$ cat config.mk
export PLATFORM = sky130hd
export DESIGN_NAME = dispatch_queue_flat
export DESIGN_NICKNAME = d
export VERILOG_FILES = /design/src/rtl/dispatch_queue_pkg.sv /design/src/rtl/dispatch_queue_if.sv /design/src/rtl/dispatch_queue_fifo.sv /design/src/rtl/dispatch_queue.sv /design/src/flat_wrapper.sv
export SDC_FILE = /design/constraint.sdc
export NUM_CORES = 1
export LEC_CHECK = 0
export CAP_MARGIN = 20
export CORE_MARGIN = 2
export CORE_UTILIZATION = 45
export DETAILED_ROUTE_END_ITERATION = 16
export PLACE_DENSITY = 0.8
export SLEW_MARGIN = 20
export SYNTH_ARGS = -nofsm -noshare
export SYNTH_HDL_FRONTEND = slang
export SYNTH_SLANG_ARGS = --single-unit
$ cat constraint.sdc
create_clock -name Sys_clk -period 2.7 [get_ports Sys_clk]
set_input_delay 0.675 -clock Sys_clk [delete_from_list [all_inputs] [get_ports Sys_clk]]
set_output_delay 0.675 -clock Sys_clk [all_outputs]
set_load 0.03 [all_outputs]
$ cat src/rtl/dispatch_queue_pkg.sv
// Shared opcode encodings and decode helpers for the dispatch queue.
// Exports opcode localparams, class predicates and reserved-code helpers.
package rv_dispatch_pkg;

    localparam logic [6:0] lui   = 7'd1;
    localparam logic [6:0] auipc = 7'd2;
    localparam logic [6:0] jal   = 7'd3;
    localparam logic [6:0] jalr  = 7'd4;
    localparam logic [6:0] beq   = 7'd5;
    localparam logic [6:0] bne   = 7'd6;
    localparam logic [6:0] blt   = 7'd7;
    localparam logic [6:0] bge   = 7'd8;
    localparam logic [6:0] bltu  = 7'd9;
    localparam logic [6:0] bgeu  = 7'd10;
    localparam logic [6:0] lb    = 7'd11;
    localparam logic [6:0] lh    = 7'd12;
    localparam logic [6:0] lw    = 7'd13;
    localparam logic [6:0] lbu   = 7'd14;
    localparam logic [6:0] lhu   = 7'd15;
    localparam logic [6:0] sb    = 7'd16;
    localparam logic [6:0] sh    = 7'd17;
    localparam logic [6:0] sw    = 7'd18;
    localparam logic [6:0] addi  = 7'd19;
    localparam logic [6:0] slti  = 7'd20;
    localparam logic [6:0] sltiu = 7'd21;
    localparam logic [6:0] xori  = 7'd22;
    localparam logic [6:0] ori   = 7'd23;
    localparam logic [6:0] andi  = 7'd24;
    localparam logic [6:0] slli  = 7'd25;
    localparam logic [6:0] srli  = 7'd26;
    localparam logic [6:0] srai  = 7'd27;
    localparam logic [6:0] add   = 7'd28;
    localparam logic [6:0] sub   = 7'd29;
    localparam logic [6:0] sll   = 7'd30;
    localparam logic [6:0] slt   = 7'd31;
    localparam logic [6:0] sltu  = 7'd32;
    localparam logic [6:0] xorr  = 7'd33;
    localparam logic [6:0] srl   = 7'd34;
    localparam logic [6:0] sra   = 7'd35;
    localparam logic [6:0] orr   = 7'd36;
    localparam logic [6:0] andd  = 7'd37;

    function automatic logic is_mem(input logic [6:0] op);
        return (op >= lb) && (op <= sw);
    endfunction

    function automatic logic is_store_or_branch(input logic [6:0] op);
        return ((op >= beq) && (op <= bgeu)) || ((op >= sb) && (op <= sw));
    endfunction

    function automatic logic uses_rs1(input logic [6:0] op);
        return !((op == lui) || (op == auipc) || (op == jal));
    endfunction

    function automatic logic uses_rs2(input logic [6:0] op);
        return ((op >= beq) && (op <= bgeu)) ||
               ((op >= sb) && (op <= sw)) ||
               ((op >= add) && (op <= andd));
    endfunction

    // Reserved "no register" / "no dependency" codes: the MSB of the
    // widened index set, all lower bits clear.
    function automatic int unsigned non_reg_code(input int unsigned w);
        return 32'd1 << w;
    endfunction

    function automatic int unsigned non_dep_code(input int unsigned w);
        return 32'd1 << w;
    endfunction

endpackage

$ cat src/rtl/dispatch_queue_if.sv
// Decoder -> dispatch queue valid/ready bundle.
// master: decoder drives payload + valid; slave: queue drives ready.
interface dq_dec_if #(
    parameter int ADDR_WIDTH = 32,
    parameter int REG_WIDTH  = 5
);
    logic                  DCDP_valid;
    logic                  DCDP_ready;
    logic [ADDR_WIDTH-1:0] DCDP_pc;
    logic [6:0]            DCDP_opcode;
    logic [REG_WIDTH-1:0]  DCDP_rs1;
    logic [REG_WIDTH-1:0]  DCDP_rs2;
    logic [REG_WIDTH-1:0]  DCDP_rd;
    logic [31:0]           DCDP_imm;
    logic                  DCDP_pred;

    modport master (
        output DCDP_valid, DCDP_pc, DCDP_opcode, DCDP_rs1,
        output DCDP_rs2, DCDP_rd, DCDP_imm, DCDP_pred,
        input  DCDP_ready
    );

    modport slave (
        input  DCDP_valid, DCDP_pc, DCDP_opcode, DCDP_rs1,
        input  DCDP_rs2, DCDP_rd, DCDP_imm, DCDP_pred,
        output DCDP_ready
    );
endinterface

$ cat src/rtl/dispatch_queue_fifo.sv
// dq_fifo: synchronous FIFO with single-cycle flush.
// Ports: clk, rst_n, flush, push/din, pop/dout, full, empty.
module dq_fifo #(
    parameter int WIDTH = 8,
    parameter int DEPTH = 4
) (
    input  logic             clk,
    input  logic             rst_n,
    input  logic             flush,
    input  logic             push,
    input  logic             pop,
    input  logic [WIDTH-1:0] din,
    output logic [WIDTH-1:0] dout,
    output logic             full,
    output logic             empty
);
    localparam int AW = $clog2(DEPTH);
    localparam logic [AW:0] PTR_ONE = 1;

    // Pointers carry one extra wrap bit so full/empty differ by the MSB.
    logic [AW:0]      wr_q, wr_d;
    logic [AW:0]      rd_q, rd_d;
    logic [WIDTH-1:0] mem_q [DEPTH];
    logic [WIDTH-1:0] mem_d [DEPTH];

    assign empty = (wr_q == rd_q);
    assign full  = (wr_q[AW] != rd_q[AW]) &&
                   (wr_q[AW-1:0] == rd_q[AW-1:0]);
    assign dout  = mem_q[rd_q[AW-1:0]];

    always_comb begin
        wr_d  = wr_q;
        rd_d  = rd_q;
        mem_d = mem_q;
        if (flush) begin
            wr_d = '0;
            rd_d = '0;
        end else begin
            if (push) begin
                mem_d[wr_q[AW-1:0]] = din;
                wr_d = wr_q + PTR_ONE;
            end
            if (pop) begin
                rd_d = rd_q + PTR_ONE;
            end
        end
    end

    always_ff @(posedge clk or negedge rst_n) begin
        if (!rst_n) begin
            wr_q <= '0;
            rd_q <= '0;
            for (int i = 0; i < DEPTH; i++) begin
                mem_q[i] <= '0;
            end
        end else begin
            wr_q  <= wr_d;
            rd_q  <= rd_d;
            mem_q <= mem_d;
        end
    end
endmodule

$ cat src/rtl/dispatch_queue.sv
// Dispatch queue: buffers decoded instrs, resolves operands, issues 1/cycle.
// Ports: Sys_*, decoder bundle (dec), RF/RoB/RS/LSB/CDB side, DPEX_* payload.
module dispatch_queue
    import rv_dispatch_pkg::*;
#(
    parameter int ADDR_WIDTH = 32,
    parameter int REG_WIDTH  = 5,
    parameter int RoB_WIDTH  = 8,
    parameter int ROB_SIZE   = 256,
    parameter int DQ_DEPTH   = 4,
    parameter int CDB_PORTS  = 2
) (
    input  logic                      Sys_clk,
    input  logic                      Sys_rst_n,
    input  logic                      Sys_rdy,
    dq_dec_if.slave                   dec,
    output logic [REG_WIDTH:0]        DPRF_rs1,
    output logic [REG_WIDTH:0]        DPRF_rs2,
    input  logic [RoB_WIDTH:0]        RFDP_Qj,
    input  logic [RoB_WIDTH:0]        RFDP_Qk,
    input  logic [31:0]               RFDP_Vj,
    input  logic [31:0]               RFDP_Vk,
    output logic [RoB_WIDTH:0]        DPRoB_Qj,
    output logic [RoB_WIDTH:0]        DPRoB_Qk,
    input  logic                      RoBDP_Qj_ready,
    input  logic                      RoBDP_Qk_ready,
    input  logic [31:0]               RoBDP_Vj,
    input  logic [31:0]               RoBDP_Vk,
    input  logic [RoB_WIDTH-1:0]      RoBDP_RoB_index,
    input  logic                      RoBDP_full,
    input  logic                      RSDP_full,
    input  logic                      LSBDP_full,
    input  logic                      RoBDP_flush,
    input  logic [CDB_PORTS-1:0]      CDBDP_en,
    input  logic [CDB_PORTS*RoB_WIDTH-1:0] CDBDP_RoB_index,
    input  logic [CDB_PORTS*32-1:0]   CDBDP_value,
    output logic                      DPRF_en,
    output logic                      DPRoB_en,
    output logic                      DPRS_en,
    output logic                      DPLSB_en,
    output logic [ADDR_WIDTH-1:0]     DPEX_pc,
    output logic [6:0]                DPEX_opcode,
    output logic [REG_WIDTH:0]        DPEX_rd,
    output logic                      DPEX_pred,
    output logic [31:0]               DPEX_imm,
    output logic [RoB_WIDTH:0]        DPEX_Qj,
    output logic [RoB_WIDTH:0]        DPEX_Qk,
    output logic [31:0]               DPEX_Vj,
    output logic [31:0]               DPEX_Vk,
    output logic [RoB_WIDTH-1:0]      DPEX_RoB_index
);
    localparam int EX_REG_WIDTH = REG_WIDTH + 1;
    localparam int EX_RoB_WIDTH = RoB_WIDTH + 1;
    localparam logic [EX_REG_WIDTH-1:0] NON_REG =
        EX_REG_WIDTH'(non_reg_code(REG_WIDTH));
    localparam logic [EX_RoB_WIDTH-1:0] NON_DEP =
        EX_RoB_WIDTH'(non_dep_code(RoB_WIDTH));
    localparam logic [RoB_WIDTH-1:0] ROB_LAST = RoB_WIDTH'(ROB_SIZE - 1);

    typedef struct packed {
        logic [ADDR_WIDTH-1:0] pc;
        logic [6:0]            opcode;
        logic [REG_WIDTH-1:0]  rs1;
        logic [REG_WIDTH-1:0]  rs2;
        logic [REG_WIDTH-1:0]  rd;
        logic [31:0]           imm;
        logic                  pred;
    } entry_t;

    typedef struct packed {
        logic [EX_RoB_WIDTH-1:0] q;
        logic [31:0]             v;
    } opnd_t;

    entry_t wr_entry, head;
    logic   fifo_full, fifo_empty;
    logic   push, issue, fifo_flush, head_mem;
    logic [RoB_WIDTH-1:0]    rob_idx;
    logic [EX_REG_WIDTH-1:0] rd_ex;
    opnd_t  opj, opk;

    // The last issued index/rd live in the payload flops, so the rename
    // bypass only needs last_valid on top of them.
    logic en_q, en_d, rs_en_q, rs_en_d, lsb_en_q, lsb_en_d;
    logic last_valid_q, last_valid_d;
    logic [ADDR_WIDTH-1:0]   pc_q, pc_d;
    logic [6:0]              opcode_q, opcode_d;
    logic [EX_REG_WIDTH-1:0] rd_q, rd_d;
    logic                    pred_q, pred_d;
    logic [31:0]             imm_q, imm_d;
    logic [EX_RoB_WIDTH-1:0] qj_q, qj_d, qk_q, qk_d;
    logic [31:0]             vj_q, vj_d, vk_q, vk_d;
    logic [RoB_WIDTH-1:0]    idx_q, idx_d;

    assign wr_entry = '{
        pc:     dec.DCDP_pc,
        opcode: dec.DCDP_opcode,
        rs1:    dec.DCDP_rs1,
        rs2:    dec.DCDP_rs2,
        rd:     dec.DCDP_rd,
        imm:    dec.DCDP_imm,
        pred:   dec.DCDP_pred
    };

    assign dec.DCDP_ready = !fifo_full;
    assign fifo_flush = Sys_rdy & RoBDP_flush;
    assign push = Sys_rdy & dec.DCDP_valid & !fifo_full & !RoBDP_flush;
    assign head_mem = is_mem(head.opcode);
    assign issue = Sys_rdy & !fifo_empty & !RoBDP_full & !RoBDP_flush &
                   !(head_mem ? LSBDP_full : RSDP_full);

    dq_fifo #(
        .WIDTH ($bits(entry_t)),
        .DEPTH (DQ_DEPTH)
    ) u_fifo (
        .clk   (Sys_clk),
        .rst_n (Sys_rst_n),
        .flush (fifo_flush),
        .push  (push),
        .pop   (issue),
        .din   (wr_entry),
        .dout  (head),
        .full  (fifo_full),
        .empty (fifo_empty)
    );

    assign DPRF_rs1 = uses_rs1(head.opcode) ? {1'b0, head.rs1} : NON_REG;
    assign DPRF_rs2 = uses_rs2(head.opcode) ? {1'b0, head.rs2} : NON_REG;
    assign DPRoB_Qj = RFDP_Qj;
    assign DPRoB_Qk = RFDP_Qk;

    always_comb begin
        rob_idx = RoBDP_RoB_index;
        if (last_valid_q) begin
            rob_idx = (idx_q == ROB_LAST) ? '0 : idx_q + 1'b1;
        end
    end

    assign rd_ex = (is_store_or_branch(head.opcode) || head.rd == '0)
                 ? NON_REG : {1'b0, head.rd};

    function automatic opnd_t resolve(
        input logic                    used,
        input logic [REG_WIDTH-1:0]    rs,
        input logic [EX_RoB_WIDTH-1:0] rf_q,
        input logic [31:0]             rf_v,
        input logic                    rob_rdy,
        input logic [31:0]             rob_v
    );
        opnd_t r;
        r.q = rf_q;
        r.v = rf_v;
        if (!used || rs == '0) begin
            r.q = NON_DEP;
            r.v = '0;
        end else if (last_valid_q && rd_q == {1'b0, rs}) begin
            r.q = {1'b0, idx_q};
            r.v = '0;
        end else if (rf_q == NON_DEP) begin
            r.v = rf_v;
        end else if (rob_rdy) begin
            r.q = NON_DEP;
            r.v = rob_v;
        end else begin
            // Descending scan so the lowest matching channel wins.
            for (int i = CDB_PORTS - 1; i >= 0; i--) begin
                if (CDBDP_en[i] &&
                    CDBDP_RoB_index[i*RoB_WIDTH +: RoB_WIDTH]
                        == rf_q[RoB_WIDTH-1:0]) begin
                    r.q = NON_DEP;
                    r.v = CDBDP_value[i*32 +: 32];
                end
            end
        end
        return r;
    endfunction

    always_comb begin
        opj = resolve(uses_rs1(head.opcode), head.rs1,
                      RFDP_Qj, RFDP_Vj, RoBDP_Qj_ready, RoBDP_Vj);
        opk = resolve(uses_rs2(head.opcode), head.rs2,
                      RFDP_Qk, RFDP_Vk, RoBDP_Qk_ready, RoBDP_Vk);
    end

    always_comb begin
        en_d         = issue;
        rs_en_d      = issue & !head_mem;
        lsb_en_d     = issue & head_mem;
        last_valid_d = Sys_rdy ? issue : last_valid_q;
        pc_d         = pc_q;
        opcode_d     = opcode_q;
        rd_d         = rd_q;
        pred_d       = pred_q;
        imm_d        = imm_q;
        qj_d         = qj_q;
        qk_d         = qk_q;
        vj_d         = vj_q;
        vk_d         = vk_q;
        idx_d        = idx_q;
        if (issue) begin
            pc_d     = head.pc;
            opcode_d = head.opcode;
            rd_d     = rd_ex;
            pred_d   = head.pred;
            imm_d    = head.imm;
            qj_d     = opj.q;
            qk_d     = opk.q;
            vj_d     = opj.v;
            vk_d     = opk.v;
            idx_d    = rob_idx;
        end
    end

    always_ff @(posedge Sys_clk or negedge Sys_rst_n) begin
        if (!Sys_rst_n) begin
            en_q         <= 1'b0;
            rs_en_q      <= 1'b0;
            lsb_en_q     <= 1'b0;
            last_valid_q <= 1'b0;
            pc_q         <= '0;
            opcode_q     <= '0;
            rd_q         <= NON_REG;
            pred_q       <= 1'b0;
            imm_q        <= '0;
            qj_q         <= NON_DEP;
            qk_q         <= NON_DEP;
            vj_q         <= '0;
            vk_q         <= '0;
            idx_q        <= '0;
        end else begin
            en_q         <= en_d;
            rs_en_q      <= rs_en_d;
            lsb_en_q     <= lsb_en_d;
            last_valid_q <= last_valid_d;
            pc_q         <= pc_d;
            opcode_q     <= opcode_d;
            rd_q         <= rd_d;
            pred_q       <= pred_d;
            imm_q        <= imm_d;
            qj_q         <= qj_d;
            qk_q         <= qk_d;
            vj_q         <= vj_d;
            vk_q         <= vk_d;
            idx_q        <= idx_d;
        end
    end

    assign DPRF_en        = en_q;
    assign DPRoB_en       = en_q;
    assign DPRS_en        = rs_en_q;
    assign DPLSB_en       = lsb_en_q;
    assign DPEX_pc        = pc_q;
    assign DPEX_opcode    = opcode_q;
    assign DPEX_rd        = rd_q;
    assign DPEX_pred      = pred_q;
    assign DPEX_imm       = imm_q;
    assign DPEX_Qj        = qj_q;
    assign DPEX_Qk        = qk_q;
    assign DPEX_Vj        = vj_q;
    assign DPEX_Vk        = vk_q;
    assign DPEX_RoB_index = idx_q;
endmodule

$ cat src/flat_wrapper.sv
// flat-port wrapper written by rule: the top's interface ports become plain ports
module dispatch_queue_flat import rv_dispatch_pkg::*;
#(
    parameter int ADDR_WIDTH = 32,
    parameter int REG_WIDTH  = 5,
    parameter int RoB_WIDTH  = 8,
    parameter int ROB_SIZE   = 256,
    parameter int DQ_DEPTH   = 4,
    parameter int CDB_PORTS  = 2
)
  (Sys_clk, Sys_rst_n, Sys_rdy, DPRF_rs1, DPRF_rs2, RFDP_Qj, RFDP_Qk, RFDP_Vj, RFDP_Vk, DPRoB_Qj, DPRoB_Qk, RoBDP_Qj_ready, RoBDP_Qk_ready, RoBDP_Vj, RoBDP_Vk, RoBDP_RoB_index, RoBDP_full, RSDP_full, LSBDP_full, RoBDP_flush, CDBDP_en, CDBDP_RoB_index, CDBDP_value, DPRF_en, DPRoB_en, DPRS_en, DPLSB_en, DPEX_pc, DPEX_opcode, DPEX_rd, DPEX_pred, DPEX_imm, DPEX_Qj, DPEX_Qk, DPEX_Vj, DPEX_Vk, DPEX_RoB_index, dec_DCDP_valid, dec_DCDP_pc, dec_DCDP_opcode, dec_DCDP_rs1, dec_DCDP_rs2, dec_DCDP_rd, dec_DCDP_imm, dec_DCDP_pred, dec_DCDP_ready);
  dq_dec_if #(.ADDR_WIDTH(ADDR_WIDTH), .REG_WIDTH(REG_WIDTH)) dec_i ();
  input  logic Sys_clk;
  input  logic Sys_rst_n;
  input  logic Sys_rdy;
  output logic [REG_WIDTH:0] DPRF_rs1;
  output logic [REG_WIDTH:0] DPRF_rs2;
  input  logic [RoB_WIDTH:0] RFDP_Qj;
  input  logic [RoB_WIDTH:0] RFDP_Qk;
  input  logic [31:0] RFDP_Vj;
  input  logic [31:0] RFDP_Vk;
  output logic [RoB_WIDTH:0] DPRoB_Qj;
  output logic [RoB_WIDTH:0] DPRoB_Qk;
  input  logic RoBDP_Qj_ready;
  input  logic RoBDP_Qk_ready;
  input  logic [31:0] RoBDP_Vj;
  input  logic [31:0] RoBDP_Vk;
  input  logic [RoB_WIDTH-1:0] RoBDP_RoB_index;
  input  logic RoBDP_full;
  input  logic RSDP_full;
  input  logic LSBDP_full;
  input  logic RoBDP_flush;
  input  logic [CDB_PORTS-1:0] CDBDP_en;
  input  logic [CDB_PORTS*RoB_WIDTH-1:0] CDBDP_RoB_index;
  input  logic [CDB_PORTS*32-1:0] CDBDP_value;
  output logic DPRF_en;
  output logic DPRoB_en;
  output logic DPRS_en;
  output logic DPLSB_en;
  output logic [ADDR_WIDTH-1:0] DPEX_pc;
  output logic [6:0] DPEX_opcode;
  output logic [REG_WIDTH:0] DPEX_rd;
  output logic DPEX_pred;
  output logic [31:0] DPEX_imm;
  output logic [RoB_WIDTH:0] DPEX_Qj;
  output logic [RoB_WIDTH:0] DPEX_Qk;
  output logic [31:0] DPEX_Vj;
  output logic [31:0] DPEX_Vk;
  output logic [RoB_WIDTH-1:0] DPEX_RoB_index;
  input wire logic [$bits(dec_i.DCDP_valid)-1:0] dec_DCDP_valid;
  input wire logic [$bits(dec_i.DCDP_pc)-1:0] dec_DCDP_pc;
  input wire logic [$bits(dec_i.DCDP_opcode)-1:0] dec_DCDP_opcode;
  input wire logic [$bits(dec_i.DCDP_rs1)-1:0] dec_DCDP_rs1;
  input wire logic [$bits(dec_i.DCDP_rs2)-1:0] dec_DCDP_rs2;
  input wire logic [$bits(dec_i.DCDP_rd)-1:0] dec_DCDP_rd;
  input wire logic [$bits(dec_i.DCDP_imm)-1:0] dec_DCDP_imm;
  input wire logic [$bits(dec_i.DCDP_pred)-1:0] dec_DCDP_pred;
  output wire logic [$bits(dec_i.DCDP_ready)-1:0] dec_DCDP_ready;
  assign dec_i.DCDP_valid = dec_DCDP_valid;
  assign dec_i.DCDP_pc = dec_DCDP_pc;
  assign dec_i.DCDP_opcode = dec_DCDP_opcode;
  assign dec_i.DCDP_rs1 = dec_DCDP_rs1;
  assign dec_i.DCDP_rs2 = dec_DCDP_rs2;
  assign dec_i.DCDP_rd = dec_DCDP_rd;
  assign dec_i.DCDP_imm = dec_DCDP_imm;
  assign dec_i.DCDP_pred = dec_DCDP_pred;
  assign dec_DCDP_ready = dec_i.DCDP_ready;
  dispatch_queue #(.ADDR_WIDTH(ADDR_WIDTH), .REG_WIDTH(REG_WIDTH), .RoB_WIDTH(RoB_WIDTH), .ROB_SIZE(ROB_SIZE), .DQ_DEPTH(DQ_DEPTH), .CDB_PORTS(CDB_PORTS)) u_core (.Sys_clk(Sys_clk), .Sys_rst_n(Sys_rst_n), .Sys_rdy(Sys_rdy), .dec(dec_i), .DPRF_rs1(DPRF_rs1), .DPRF_rs2(DPRF_rs2), .RFDP_Qj(RFDP_Qj), .RFDP_Qk(RFDP_Qk), .RFDP_Vj(RFDP_Vj), .RFDP_Vk(RFDP_Vk), .DPRoB_Qj(DPRoB_Qj), .DPRoB_Qk(DPRoB_Qk), .RoBDP_Qj_ready(RoBDP_Qj_ready), .RoBDP_Qk_ready(RoBDP_Qk_ready), .RoBDP_Vj(RoBDP_Vj), .RoBDP_Vk(RoBDP_Vk), .RoBDP_RoB_index(RoBDP_RoB_index), .RoBDP_full(RoBDP_full), .RSDP_full(RSDP_full), .LSBDP_full(LSBDP_full), .RoBDP_flush(RoBDP_flush), .CDBDP_en(CDBDP_en), .CDBDP_RoB_index(CDBDP_RoB_index), .CDBDP_value(CDBDP_value), .DPRF_en(DPRF_en), .DPRoB_en(DPRoB_en), .DPRS_en(DPRS_en), .DPLSB_en(DPLSB_en), .DPEX_pc(DPEX_pc), .DPEX_opcode(DPEX_opcode), .DPEX_rd(DPEX_rd), .DPEX_pred(DPEX_pred), .DPEX_imm(DPEX_imm), .DPEX_Qj(DPEX_Qj), .DPEX_Qk(DPEX_Qk), .DPEX_Vj(DPEX_Vj), .DPEX_Vk(DPEX_Vk), .DPEX_RoB_index(DPEX_RoB_index));
endmodule
## Yosys cells after proc, flatten, opt, wreduce, memory -nomap -nowiden

Index checks and enable logic that the tools add are counted.

| word-level totals | value |
|---|---|
| flip-flop bits (word level) | 526 |
| input port bits | 333 |
| output and inout bits | 203 |
| word-level logic and storage cells | 123 |

| cells by class | value |
|---|---|
| $add $sub $neg | 3 |
| order comparisons | 10 |
| equal/unequal tests | 15 |
| multiplexer cells | 30 |
| bitwise operators | 13 |
| reduce and logical (&&, ||, !) cells | 32 |

Operator list:

| kind | number |
|---|---|
| $mux 41 | 10 |
| $bwmux 348 | 1 |
| $mux 87 | 3 |
| $bmux 87 s2 | 1 |
| $demux 87 s2 | 1 |
| $mux 32 | 2 |
| $eq 8x8->1 | 4 |
| $eq 9x9->1 const B | 2 |
| $mux 6 | 3 |
| $mux 9 | 2 |
| $mux 8 | 2 |
| $logic_not 5->1 | 3 |
| $eq 7x2->1 const B | 2 |
| $ge 7x5->1 const B | 2 |
| $eq 6x5->1 | 2 |
| $logic_and 1x1->1 | 12 |
| $mux 3 | 4 |
| $and 1x1->1 | 10 |
| $add 8x1->8 const B | 1 |
| $eq 8x8->1 const B | 1 |
| $eq 7x1->1 const B | 1 |
| $ge 7x3->1 const B | 1 |
| $ge 7x4->1 const B | 1 |
| $le 7x4->1 const B | 1 |
| other kinds (15) | 31 |

## Logic depth before layout (Yosys ltp)

| depth | value |
|---|---|
| depth in word-level cells | 11 |
| mapped depth | 13 |
| mapped depth without buffers | 7 |

## By module

Synthesis repeated with hierarchy kept, for this count alone.

| second synthesis, totals | value |
|---|---|
| cell total of the unflattened synthesis | 2141 |
| area, all modules | 26031.2 um^2 |

By module, submodules not included:

| module | instances | cells each | area an instance (um^2) | sequential area each (um^2) |
|---|---|---|---|---|
| dq_fifo | 1 | 877 | 15880.2 | 8858.5 |
| dispatch_queue | 1 | 1264 | 10151.0 | 4307.9 |

## Worst setup path before layout

OpenSTA, ideal clock, no wires.

| timing path | value |
|---|---|
| path kind | reg2out |
| from | register u_core.u_fifo.rd_q[0] |
| to | output DPRF_rs2[4] |
| arrival time | 2.773 ns |
| data required time | 2.025 ns |
| setup slack | -0.748 ns |
| stages on the path, launching flop included | 9 |
| path buffers | 3 |
| path through | dfrtp_1 buf_6 buf_6 mux4_2 buf_2 and4b_1 a31oi_1 a2bb2oi_1 nor2_1 |

| between the ends | value |
|---|---|
| cells in the longest elaborated chain, start to end | 9 |
| elaborated cells between the ends (all ways) | 16 |
| those cells by class | 6 x order compare; 4 x mux; 1 x bitwise; 5 x reduce/logical |

RTL lines:

| what | line | RTL |
|---|---|---|
| start, declared | dispatch_queue_fifo.sv:22 | `logic [AW:0] rd_q, rd_d;` |
| start signal, assigned | dispatch_queue_fifo.sv:58 | `rd_q <= rd_d;` |
| $not 2->3 (not written as such) (*) | dispatch_queue_fifo.sv:29 | `assign dout = mem_q[rd_q[AW-1:0]];` |
| $bmux 87 s2 (*) | dispatch_queue_fifo.sv:29 |  |
| $mux 87 (not written as such) (*) (2 in a row) | dispatch_queue_fifo.sv:29 |  |
| $ge 7x3->1, or another cell as far along | dispatch_queue_pkg.sv:56 | `return ((op >= beq) && (op <= bgeu)) \|\|` |
| $logic_and 1x1->1, on equally long branches | dispatch_queue_pkg.sv:56, dispatch_queue_pkg.sv:57 |  |
| $logic_or 1x1->1 | dispatch_queue_pkg.sv:56 |  |
| $logic_or 1x1->1 | dispatch_queue_pkg.sv:57 | `((op >= sb) && (op <= sw)) \|\|` |
| $mux 6 (*) | dispatch_queue.sv:128 | `assign DPRF_rs2 = uses_rs2(head.opcode) ? {1'b0, head.rs2} : NON_REG;` |
| end, declared | flat_wrapper.sv:17 | `output logic [REG_WIDTH:0] DPRF_rs2;` |

Mark *: on every way between the ends. The rest lies on a longest branch, timed or not. The select of a mux whose other input is x is not followed.

## Worst setup path in the final report

| timing path | value |
|---|---|
| from | register u_core.u_fifo.rd_q[0] |
| to | output DPRF_rs2[5] |

| between the ends | value |
|---|---|
| cells in the longest elaborated chain, start to end | 9 |
| elaborated cells between the ends (all ways) | 16 |
| those cells by class | 6 x order compare; 4 x mux; 1 x bitwise; 5 x reduce/logical |

RTL lines:

| what | line |
|---|---|
| $not 2->3 (not written as such) (*) | dispatch_queue_fifo.sv:29 |
| $bmux 87 s2 (*) | dispatch_queue_fifo.sv:29 |
| $mux 87 (not written as such) (*) (2 in a row) | dispatch_queue_fifo.sv:29 |
| $ge 7x3->1, or another cell as far along | dispatch_queue_pkg.sv:56 |
| $logic_and 1x1->1, on equally long branches | dispatch_queue_pkg.sv:56, dispatch_queue_pkg.sv:57 |
| $logic_or 1x1->1 | dispatch_queue_pkg.sv:56 |
| $logic_or 1x1->1 (*) | dispatch_queue_pkg.sv:57 |
| $mux 6 (*) | dispatch_queue.sv:128 |

Marks and branches as above.

==> results_dict.tcl <==
set metrics [dict create \
    io_buffers 535 \
    post_route_cells_drive_above_1_share_pct 40.9 \
    power_leakage_nw 16.7 \
    worst-path-buf-inv 4 \
    cts_made_buffers 55 \
    timing.hold.worst.class "flop to flop" \
    htreeDepth 2 \
    synthesis.yosys.warnings 0 \
    synthTopCellsByCount "523 x dfrtp_1, 376 x mux2_2, 90 x nand3_1" \
    critical_path.reg2reg.endpoint "u_core.DPEX_pc[26]" \
    max-clock-path-buffers 3 \
    clkSlewWorstSetupHoldPaths_ns 0.06 \
    number_of_clock_sinks 526 \
    synth_top_area_share_pct 49.7 \
    worst-r2r-setup-slack_ns -0.86 \
    clock_latency_of_the_later_clocked_register_in_the_worst_skew_pair_ns 0.65 \
    first_pass_iters 5 \
    synth_cell_type_count 65 \
    coreArea_mm2 0.0578 \
    maxSlewViolCount 0 \
    fin_skew_ns 0.0522 \
    setup_total_negative_slack_ns -172.59 \
    detailedRoute.firstIterationViolations 1540 \
    placedInstanceArea_mm2 0.0344 \
    crit_path_end_kind "output pin" \
    worst_setup_path_startpoint "u_core.u_fifo.rd_q[0]" \
    dr_total_vias 21500 \
    outcome "finished with violations" \
    ys_top_cells_by_area "dfrtp_1 50%, mux2_2 16%, mux4_2 7.4%" \
    die_w_um 246 \
    crit_required_ns 2.03 \
    post-route-min-period_ns 3.68 \
    mappedNetlistArea_mm2 0.0263 \
    final_antenna_net_count 0 \
    reg2regPathDepth 14 \
    dp.final_hpwl_um 69300 \
    asr_flop_ratio_synth_pct 100 \
    max_cap_viol_count 0 \
    std_cell_rows 88 \
    final_design_area_no_fill_mm2 0.0388 \
    yosys.cell_count.top_type "dfrtp_1" \
    root_buffer "clkbuf_16" \
    timing.final.setup_violations 528 \
    overall_die_area_mm2 0.0604 \
    viasPerCell 6.09 \
    worstPathMaxFanout 7 \
    flow.area_growth_from_synthesis_pct 47.4 \
    grt_antenna_before_repair 17 \
    synth_area_per_cell_um2 13.2 \
    worstReg2RegStart "u_core.u_fifo.rd_q[0]" \
    critical_path.slowest_cell "dfrtp_4" \
    grt_start_max_net_pins 76 \
    post-route-drc-count 0 \
    synth-main-ff-cell "dfrtp_1" \
    vdd_drop_max_mv 0.783 \
    postSynthCellCount 2000 \
    tritoncts_clock_tree "built" \
    fraction_of_the_yosys_area_taken_by_sequential_cells_pct 50.0 \
    io_pins 536 \
    worst_slew_margin_rel_pct 50.3 \
    synth-seq-cells 526 \
    crit_path_max_incr_delay_ns 0.50 \
    setup_repair_after_global_routing_missed_its_margin "true" \
    final_nets 3042 \
    worstSetupPathDepth 8 \
    first_global_vias 22300 \
    cp_top_family "compound AO/OA/AOI/OAI gates" \
    overall_global_routing_resource_usage_pct 31.1 \
    floorplan.initialDensity_pct 45.5 \
    powerDensity_mw_per_mm2 1020 \
    clock.fmax_mhz 272 \
    grt_pass1_wl_um 141000 \
    timing.critical_path.arrival_ns 3.00 \
    cp_cell_sequence "buf_12, mux4_2, buf_6, and4b_1, a31oi_4, a2bb2oi_4, buf_6, buf_12" \
    violations "negative setup slack" \
    totalWireLength_um 103000 \
    sum_of_overflow_across_all_layers_after_global_routing 0 \
    count_of_flip_flops_with_a_built_in_enable_after_synthesis 0 \
    timing_worst_slew_pin_value_ns 0.738 \
    wl_per_cell_um 29.1 \
    place.gp.congestion 0.985 \
    postLayoutSetupSlackWorst_ns -0.976 \
    postSynthNetCount 2339 \
    fin_crit_share_pct 136 \
    die_h_um 246 \
    timing_hold_violations_final 0 \
    worstSetupEndpoint "DPRF_rs2[5]" \
    worst-setup-path-type "flop to output pin" \
    netlist.top_cell.by_area "dfrtp_1" \
    cp-start-kind "flop" \
]
-- metrics by stage --
step | utilization [%] | power [mW] | cells | worst slack, ns | hold WS (ns)
after floorplan | - | 21.7 | 2000 | -0.296 | 0.379
after global placement | 59.5 | 27.8 | 3341 | -0.552 | 0.481
after detailed placement | 59.5 | 28.5 | 3341 | -0.631 | 0.487
after CTS | 64.1 | 37.7 | 3469 | -0.926 | 0.501
after global routing | 67.1 | 40.9 | 3521 | -1.04 | 0.511
final | 67.1 | 39.4 | 3524 | -0.976 | 0.501
-- worst min path at each step --
stage / from / end / slack, ns / depth (start not counted)
2_1_floorplan: Sys_rst_n / u_core.DPEX_Qj[0] / 0.38 / 0
3_3_place_gp: u_core.u_fifo.mem_q[62] / u_core.u_fifo.mem_q[62] / 0.48 / 1
3_5_place_dp: u_core.u_fifo.mem_q[88] / u_core.u_fifo.mem_q[88] / 0.49 / 1
4_1_cts: u_core.u_fifo.mem_q[152] / u_core.u_fifo.mem_q[152] / 0.50 / 1
5_1_grt: u_core.u_fifo.mem_q[173] / u_core.u_fifo.mem_q[173] / 0.51 / 1
6_report: u_core.u_fifo.mem_q[156] / u_core.u_fifo.mem_q[156] / 0.50 / 1
-- layout make-up --
type,instances,area [um2]
inverter,44,178
tap,765,957
antenna,12,30.0
timing repair buffer,826,9050
clock buffer,74,1600
multi-input combinational,1249,13400
sequential,526,13200
timing repair inverter,1,11.3
clock inverter,27,447
fill,3837,19000
-- repair_timing --
item	4_1_cts	5_1_grt
gates cloned	4	23
hold buffers	1	0
setup buffers	22	23
hold endpoints to repair	42	0
pin swaps	14	81
setup endpoints to repair	531	534
gates resized for setup	58	170
-- worst reg2reg max path: stages, from the launching register on --
cell and delay (ns):
dfrtp_4 0.50, buf_12 0.16, mux4_2 0.49, a21o_1 0.27, buf_6 0.14, buf_6 0.10, buf_6 0.10, buf_6 0.10
buf_6 0.10, buf_6 0.11, a311o_2 0.37, nor2_8 0.30, clkinv_8 0.17, clkbuf_16 0.22, mux2_4 0.30
-- logic make-up after synthesis --
logic type      Yosys count  share of synthesized area [%]
compound gates          272                           8.69
xor+xnor                 47                           1.56
fa+ha+maj                 6                          0.285
buf+inv                 227                           4.26
flops                   526                           50.0
mux                     538                           27.3
simple gates            384                           7.84
-- placed cells by master (no fill, tap or decap), types with 8 or more instances in the layout --
cell	netlist	routed
a31oi_1	24	14
nor2_1	49	44
nand2_1	65	60
nand3_1	90	76
o22ai_1	15	15
o211ai_1	23	23
xnor2_1	34	34
buf_12	0	71
nor3_1	14	10
clkinv_2	0	9
clkdlybuf4s50_1	0	502
bufinv_16	0	9
a31oi_4	0	10
mux4_2	87	87
o21ai_2	0	9
buf_6	12	30
mux2_2	376	376
nand3_2	0	13
nor4_1	51	47
xor2_1	13	12
nand4_1	11	11
a221oi_1	14	14
clkbuf_8	0	15
dfrtp_1	523	521
a21oi_1	43	41
buf_4	23	183
o41ai_2	41	21
o31ai_4	0	23
buf_8	5	10
inv_1	43	43
and2_1	17	17
o41ai_4	0	23
a31o_2	21	21
clkbuf_16	0	73
or3_1	37	35
mux2i_1	25	25
mux2_4	50	50
diode_2	0	12
o31ai_2	0	8
buf_16	0	10
-- metal layers --
layer  share of wire [%]  GRT usage, %
met5               0.065             0
met2                  51          53.7
met1                  34          35.2
met4                 6.4          17.3
met3                 8.3          7.93
-- registers in the layout, indices dropped and copies added (netlist names) --
name	cells
u_core.DPEX_Qj	9
u_core.DPEX_Qk	9
u_core.DPEX_RoB_index	8
u_core.DPEX_Vj	32
u_core.DPEX_Vk	32
u_core.DPEX_imm	32
u_core.DPEX_opcode	7
u_core.DPEX_pc	32
u_core.DPEX_pred	1
u_core.DPEX_rd	6
u_core.DPLSB_en	1
u_core.DPRF_en	1
u_core.DPRS_en	1
u_core.last_valid_q	1
u_core.u_fifo.mem_q	348
u_core.u_fifo.rd_q	3
u_core.u_fifo.wr_q	3
-- power breakdown --
group	switching [mW]	leakage, nW	internal, mW
Sequential	2.08	6.68	10.8
Combinational	8.97	8.99	9.06
Clock	3.42	1.01	5.05
Total	14.5	16.7	24.9
Note: power is estimated with default switching activity, not from simulation.
